$ cat config.mk
export PLATFORM = sky130hd
export DESIGN_NAME = piso_shift_register
export DESIGN_NICKNAME = d
export VERILOG_FILES = /design/src/rtl/shift_reg_pkg.sv /design/src/rtl/mod_counter.sv /design/src/rtl/piso_shift_register.sv
export SDC_FILE = /design/constraint.sdc
export NUM_CORES = 1
export LEC_CHECK = 0
export ABC_AREA = 1
export CAP_MARGIN = 20
export CORE_AREA = 4 4 41 43
export CTS_CLUSTER_DIAMETER = 100
export DETAILED_ROUTE_END_ITERATION = 8
export DIE_AREA = 0 0 45 47
export HOLD_SLACK_MARGIN = 0.12
export PLACE_DENSITY_LB_ADDON = 0.2
export SLEW_MARGIN = 5
export SYNTH_ARGS = -nofsm -noshare
export SYNTH_HDL_FRONTEND = slang
export SYNTH_SLANG_ARGS = --single-unit
$ cat constraint.sdc
create_clock -name clk -period 3.5 [get_ports clk]
set_input_delay 0.7 -clock clk [delete_from_list [all_inputs] [get_ports clk]]
set_output_delay 0.7 -clock clk [all_outputs]
set_load 0.01 [all_outputs]
$ cat src/rtl/shift_reg_pkg.sv
// Shared definitions for the shift-register family: FSM states, bit-order
// selectors and a constant clog2 used to size counters.
package shift_reg_pkg;

    typedef enum logic {
        ST_IDLE  = 1'b0,
        ST_SHIFT = 1'b1
    } state_e;

    localparam int ORDER_LSB = 0;
    localparam int ORDER_MSB = 1;

    // Smallest r with 2**r >= value; usable in constant expressions.
    function automatic int clog2(input int value);
        int result;
        result = 0;
        for (int i = 0; i < 31; i++) begin
            if ((1 << i) < value) begin
                result = i + 1;
            end
        end
        return result;
    endfunction

endpackage

$ cat src/rtl/mod_counter.sv
// Modulo-MOD up counter with synchronous clear, enable and a terminal-count
// flag that is high while the count sits at MOD-1.
module mod_counter
    import shift_reg_pkg::*;
#(
    parameter int MOD = 4
) (
    input  logic clk,
    input  logic rst_n,
    input  logic clr_i,
    input  logic en_i,
    output logic tc_o
);

    localparam int CW = clog2(MOD);

    logic [CW-1:0] count_q;
    logic [CW-1:0] count_d;

    assign tc_o = (count_q == CW'(MOD - 1));

    always_comb begin
        count_d = count_q;
        if (clr_i) begin
            count_d = '0;
        end else if (en_i) begin
            count_d = tc_o ? '0 : count_q + 1'b1;
        end
    end

    // NOTE: sequential state uses non-blocking assignments only, so every
    // flop samples the pre-edge values regardless of process ordering.
    always_ff @(posedge clk or negedge rst_n) begin
        if (!rst_n) begin
            count_q <= '0;
        end else begin
            count_q <= count_d;
        end
    end

endmodule

$ cat src/rtl/piso_shift_register.sv
// Parallel-in, serial-out shift register with a valid/ready load side and
// zero-gap reload on the last bit, so words stream back-to-back.
module piso_shift_register
    import shift_reg_pkg::*;
#(
    parameter int WIDTH     = 4,
    parameter int MSB_FIRST = 0
) (
    input  logic             clk,
    input  logic             rst,
    input  logic             load_valid,
    input  logic [WIDTH-1:0] load_data,
    output logic             load_ready,
    input  logic             shift_en,
    output logic             s_out,
    output logic             s_valid,
    output logic             s_last,
    output logic             busy
);

    state_e           state_q;
    state_e           state_d;
    logic [WIDTH-1:0] shreg_q;
    logic [WIDTH-1:0] shreg_d;
    logic             cnt_clr;
    logic             cnt_en;
    logic             cnt_tc;
    logic             accept;
    logic             in_shift;

    assign in_shift = (state_q == ST_SHIFT);

    mod_counter #(
        .MOD (WIDTH)
    ) u_cnt (
        .clk   (clk),
        .rst_n (rst),
        .clr_i (cnt_clr),
        .en_i  (cnt_en),
        .tc_o  (cnt_tc)
    );

    // Ready on the last enabled bit is what allows the zero-gap handover.
    assign load_ready = !in_shift || (shift_en && cnt_tc);
    assign accept     = load_valid && load_ready;

    // NOTE: every variable written here gets a default first, so no path
    // through the case leaves one unassigned and no latch is inferred.
    always_comb begin
        state_d = state_q;
        shreg_d = shreg_q;
        cnt_clr = 1'b0;
        cnt_en  = 1'b0;
        if (accept) begin
            state_d = ST_SHIFT;
            shreg_d = load_data;
            cnt_clr = 1'b1;
        end else if (in_shift && shift_en) begin
            if (!cnt_tc) begin
                shreg_d = (MSB_FIRST == ORDER_MSB) ? (shreg_q << 1) : (shreg_q >> 1);
                cnt_en  = 1'b1;
            end else begin
                state_d = ST_IDLE;
                shreg_d = '0;
                cnt_clr = 1'b1;
            end
        end
    end

    // NOTE: shreg is reset as well as the state, because a discarded partial
    // word must leave no residue that could later appear on s_out.
    always_ff @(posedge clk or negedge rst) begin
        if (!rst) begin
            state_q <= ST_IDLE;
            shreg_q <= '0;
        end else begin
            state_q <= state_d;
            shreg_q <= shreg_d;
        end
    end

    assign s_valid = in_shift;
    assign busy    = in_shift;
    assign s_last  = in_shift && cnt_tc;
    assign s_out   = in_shift &&
                     ((MSB_FIRST == ORDER_MSB) ? shreg_q[WIDTH-1] : shreg_q[0]);

endmodule

==> flow_summary.yaml, run 1 <==
outcome:
  outcome: "finished clean"
detailed_routing:
  drtAntennaViolNets: 0
  wire_per_inst_um: 9.488
  first_pass_iters: 4
  via_count: 380
  wl_um: 797
  drc: 0
  drtIter0Drc: 9
  avgViaCountPerCell: 4.524
synthesis:
  synthesis.nets: 63
  syn_inst: 54
  ys_warn_count: 0
  synth_most_common_cell: "nand2_1"
  synth_area_um2: 399.1
  yosys.area.top_type: "dfrtp_1"
  yosysUniqueCellTypes: 13
  avgSynthCellArea_um2: 7.391
  ys_ff_latch: 7
  ys.flop_type: "dfrtp_1"
  synth_top_area_frac: 0.4389
  async_reset_ff_frac: 1.000
  synthTopCellsByArea: "dfrtp_1 44%, nand2_1 20%, nand3_1 10%"
  synth_common_cells: "21 x nand2_1, 8 x nand3_1, 7 x dfrtp_1, 7 x inv_1"
  yosysSeqAreaShare: 0.4389
  synth_edf_count: 0
clock_tree:
  clock-sinks: 7
  cts_resized: 0
  cts_buffers: 3
  postCtsHoldBufs: 0
  clk_latency_ns: 0.25
  cts_tree: "yes"
  htreeDepth: 1
  cts_max_path_buffers: 2
  cts.clk_slew.worst_paths_ns: 0.05
  post_cts_buffers: 0
  clockRootBuffer: "clkbuf_4"
layout:
  n_antenna_cell: 0
  area.growth.synth_to_final_pct: 39.50
  drive_above_1_share: 0.1304
  nNetsFinal: 79
  fillers: 145
  postLayoutCellArea_um2: 556.8
place:
  hpwl_um: 617.2
  port_buffers: 12
  globalplace.congestion: 0.7520
  placed_area_um2: 530.5
global_routing:
  grt_usage: 0.09713
  grt_max_degree: 10
  gr-total-overflow: 0
  grt_pass1_vias: 345
  grt_first_pass_wirelength_um: 1407
  antenna_found_initial: 0
timing:
  setup_viol: 0
  rsz0062_at_grt: "no"
  relSlewSlack: 0.7634
  period_share: 0.7719
  worst_slew_pin_slew_ns: 0.3549
  timing.fmax_ghz: 0.3702
  hold_viol: 0
  finClkSkew_ns: 0.007016
  tns_ns: 0
  final-max-slew-violation-count: 0
  layout_min_cycle_time_ns: 2.702
die:
  die_x_um: 45
  num_rows: 13
  die_h_um: 47
  core_area_um2: 1301
  initial_core_util: 0.3067
  io_pins: 13
  die_area_um2: 2115
worst_setup_path:
  crit_fanout: 7
  required_ns: 2.80
  worstSetupStartpointType: "input port"
  end_kind: "output pin"
  critPathArrivalTime_ns: 2.00
  path_class: "input port to output pin"
  r2r_cells: 7
min_path:
  min_path_cells: 2
  hp-class: "register to register"
power:
  powerDensity_nw_per_um2: 631.9
  leakagePower_nw: 0.2986
  ir_worst_vdd_v: 0.0002229
flow_run:
  max-cap-violations: 0
[per-layer routing]
| metal | track usage | share of wire |
|---|---|---|
| met1 | 0.1070 | 0.40 |
| met2 | 0.1525 | 0.50 |
| met3 | 0.07280 | 0.099 |
| met4 | 0.01754 | 0 |
| met5 | 0 | 0 |
[cell usage in the layout, fill, tap and decap left out, drive strengths merged]
| cell | netlist | routed |
|---|---|---|
| nand2 | 24 | 24 |
| clkdlybuf4s50 | 0 | 12 |
| inv | 9 | 9 |
| nand3 | 8 | 8 |
| dfrtp | 7 | 7 |
| clkbuf | 0 | 4 |
| o21ai | 2 | 2 |
| nand3b | 1 | 1 |
| nand4 | 1 | 1 |
| ha | 1 | 1 |
[report_power, final]
group          leakage, nW  internal (W)  switching (W)  total (W)
Sequential          0.0878      0.000110      0.0000197   0.000129
Clock               0.0150     0.0000434      0.0000284  0.0000718
Combinational        0.196     0.0000741      0.0000766   0.000151
[layout make-up]
| class | instances | area, µm² | share of cell area |
|---|---|---|---|
| Inverter | 9 | 33.78 | 0.06067 |
| Tap cell | 15 | 18.77 | 0.03371 |
| Multi-Input combinational cell | 37 | 182.7 | 0.3281 |
| Sequential cell | 7 | 175.2 | 0.3146 |
| Timing Repair Buffer | 12 | 120.1 | 0.2157 |
| Clock buffer | 4 | 26.28 | 0.04719 |
[sequential cells by signal, indices dropped and copies added (netlist names)]
signal	cells
shreg_q	4
u_cnt.count_q	2
busy	1
[worst paths after layout]
kind,from,to,slack (ns)
worst max-delay path,shift_en,load_ready,0.80
worst min-delay path,shreg_q[3]$_DFFE_PN0P_,shreg_q[3]$_DFFE_PN0P_,0.48
worst max register to register,u_cnt.count_q[0]$_DFFE_PN0P_,shreg_q[0]$_DFFE_PN0P_,2.27
worst min register to register,shreg_q[3]$_DFFE_PN0P_,shreg_q[3]$_DFFE_PN0P_,0.48
max in group asynchronous,rst,shreg_q[3]$_DFFE_PN0P_,2.54
min in group asynchronous,rst,busy$_DFFE_PN0P_,0.71
[worst max-delay path, cell delays in order]
cell             delay, ns
clkdlybuf4s50_1       0.54
nand2_1               0.11
nand2_4               0.10
clkdlybuf4s50_1       0.55
[through the flow]
step | worst slack [ns] | util | cells | total power (W) | hold slack [ns]
after global placement | 0.8109 | 0.4077 | 80 | 0.0002806 | 0.4637
after detailed placement | 0.7994 | 0.4077 | 80 | 0.0002820 | 0.4645
after floorplan | 1.939 | - | 54 | 0.0002247 | 0.4044
after CTS | 0.7922 | 0.4279 | 84 | 0.0003595 | 0.4746
final | 0.7984 | 0.4279 | 84 | 0.0003518 | 0.4756
after global routing | 0.7412 | 0.4279 | 84 | 0.0003897 | 0.5071
[cells by family (layout without fill, tap and decap cells)]
group,after synthesis,after routing,synth area share
DFF,7,7,0.4389
AOI/OAI and AO/OA,2,2,0.03447
adders and majority gates,1,1,0.03134
buffers and inverters,10,25,0.1035
and+or+nand+nor,34,34,0.3919
Power figures use the tool's default switching activity.
==> run 2, diff against run 1 <==
clock period = 2.4 ns   (was 3.5 ns; I/O delays follow)
==> run 2 against run 1 <==
  * Largest power group unchanged
  * Flip-flop and latch count unchanged
  * Combinational power rose by 44%
  * Clock skew decreased by 0.0017 ns
  * Sequential power rose by 47%
  * Critical path type unchanged
  * Via count shrank 1.3%
  * Setup slack lost 0.57 ns
  * Register-to-register slack got worse by 1.1 ns
  * Global-route usage up 0.16 points
  * First-iteration DRC count is 22% lower
  * Cell count increased by 1.2%
==> flow_summary.yaml, run 2 (synthesized netlist as in run 1, its figures left out) <==
clock_tree:
  clock-sinks: 7
  cts_max_path_buffers: 2
  clockRootBuffer: "clkbuf_4"
  cts_tree: "yes"
  postCtsHoldBufs: 0
  cts.clk_slew.worst_paths_ns: 0.05
  cts_resized: 0
  post_cts_buffers: 0
  htreeDepth: 1
  cts_buffers: 3
  clk_latency_ns: 0.25
worst_setup_path:
  cp_num_buf_inv: 2
  r2r_end: "shreg_q[2]$_DFFE_PN0P_"
  required_ns: 1.92
  cp.depth: 4
  path_class: "input port to output pin"
  end_kind: "output pin"
  cp_slowest_stage_delay_ns: 0.55
  cp_slowest_cell: "clkdlybuf4s50_1"
  crit_fanout: 7
  crit_path_frequent_cell: "clkdlybuf4s50_1"
  worstPathCellList: "clkdlybuf4s50_1 > nand2_1 > nand2_4 > clkdlybuf4s50_1"
  path_delay_family: "buffers and inverters"
  critPathArrivalTime_ns: 1.69
  rr_startpoint: "u_cnt.count_q[0]$_DFFE_PN0P_"
  r2r_cells: 7
  reg2reg_setup_slack_ns: 1.19
  worstSetupStartpointType: "input port"
timing:
  worst_slew_pin_slew_ns: 0.3612
  setup_viol: 0
  tns_ns: 0
  final-max-slew-violation-count: 0
  relSlewSlack: 0.7592
  rsz0062_at_grt: "no"
  period_share: 0.9046
  hold_viol: 0
  timing.fmax_ghz: 0.4606
  finClkSkew_ns: 0.005306
  layout_min_cycle_time_ns: 2.171
global_routing:
  grt_first_pass_wirelength_um: 1407
  antenna_found_initial: 0
  grt_pass1_vias: 329
  gr-total-overflow: 0
  grt_usage: 0.09873
  grt_max_degree: 10
power:
  p_int_w: 0.0003316
  ir_worst_vdd_v: 0.0005186
  clkPwrFrac: 0.207
  leakagePower_nw: 0.3034
  switching_share: 0.3548
  seq_power_share: 0.368
  p_total_w: 0.0005139
  comb_power_share: 0.424
  p_sw_w: 0.0001823
  powerDensity_nw_per_um2: 910.7
place:
  hpwl_um: 635.3
  globalplace.congestion: 0.7625
  port_buffers: 12
layout:
  final_common_cell: "nand2_1"
  nNetsFinal: 80
  mostFrequentLayoutCells: "21 x nand2_1, 12 x clkdlybuf4s50_1, 8 x nand3_1"
  n_antenna_cell: 0
  largest_reg_flops: 4
  regMostFlops: "shreg_q"
  drive_above_1_share: 0.1429
  final_core_util: 0.4337
  area.growth.synth_to_final_pct: 41.38
outcome:
  outcome: "finished clean"
min_path:
  hp-class: "register to register"
  min_path_cells: 2
  hp-start: "shreg_q[3]$_DFFE_PN0P_"
  whs_endpoint: "shreg_q[3]$_DFFE_PN0P_"
die:
  io_pins: 13
  num_rows: 13
  core_area_um2: 1301
  die_x_um: 45
  die_h_um: 47
  die_area_um2: 2115
  initial_core_util: 0.3067
detailed_routing:
  drc: 0
  via_count: 375
  wire_per_inst_um: 9.588
  first_pass_iters: 4
  avgViaCountPerCell: 4.412
  drtAntennaViolNets: 0
  wl_um: 815
  drtIter0Drc: 7
flow_run:
  max-cap-violations: 0
[run 2: worst max-delay path by stage]
stage | startpoint | endpoint | slack (ns)
6_report | shift_en | load_ready | 0.23
5_1_grt | shift_en | load_ready | 0.18
4_1_cts | shift_en | load_ready | 0.22
3_5_place_dp | shift_en | load_ready | 0.23
3_3_place_gp | shift_en | load_ready | 0.23
2_1_floorplan | u_cnt.count_q[0]$_DFFE_PN0P_ | load_ready | 1.15
[run 2: area by class of cell]
class                           count  area (µm²)
Inverter                            9       33.78
Tap cell                           15       18.77
Timing Repair Buffer               13       127.6
Fill cell                         144       737.0
Sequential cell                     7       175.2
Multi-Input combinational cell     37       182.7
Clock buffer                        4       26.28
[run 2: power groups by stage]
| stage | registers (W) | logic [W] | clock network [W] |
|---|---|---|---|
| CTS | 0.000189 | 0.000223 | 0.000113 |
| floorplan | 0.000186 | 0.000142 | 0 |
| finish | 0.000189 | 0.000218 | 0.000107 |
| global route | 0.000195 | 0.000251 | 0.000122 |
| global placement | 0.000190 | 0.000220 | 0 |
| detailed placement | 0.000191 | 0.000220 | 0 |
[run 2: worst register-to-register path, stage by stage, from the launching register on]
cell,delay [ns]
dfrtp_1,0.38
ha_1,0.24
nand2_1,0.12
nand2_4,0.08
nand2_2,0.10
nand2_1,0.06
nand3_1,0.06
nand2_1,0.05
[run 2: layer usage]
layer / wire length (µm) / vias up / GRT usage
met5: 0 / - / 0
met1: 351 / 165 / 0.1070
li1: - / 198 / -
met3: 75 / 2 / 0.07280
met2: 378 / 10 / 0.1497
met4: 10 / 0 / 0.03509
[run 2: through the flow]
stage                     setup WS, ns  hold WS (ns)  area [µm²]  cells
after floorplan                  1.149        0.1844       399.1     54
after global placement          0.2293        0.4648       538.0     81
after detailed placement        0.2264        0.4648       538.0     81
after CTS                       0.2210        0.4751       564.3     85
after global routing            0.1847        0.4932       564.3     85
final                           0.2291        0.4717       564.3     85
==> run 3, diff against run 2 <==
CAP_MARGIN = default   (was 20)
==> results of run 3 <==
Final layout, timing and power as in run 2 (identical DEF).
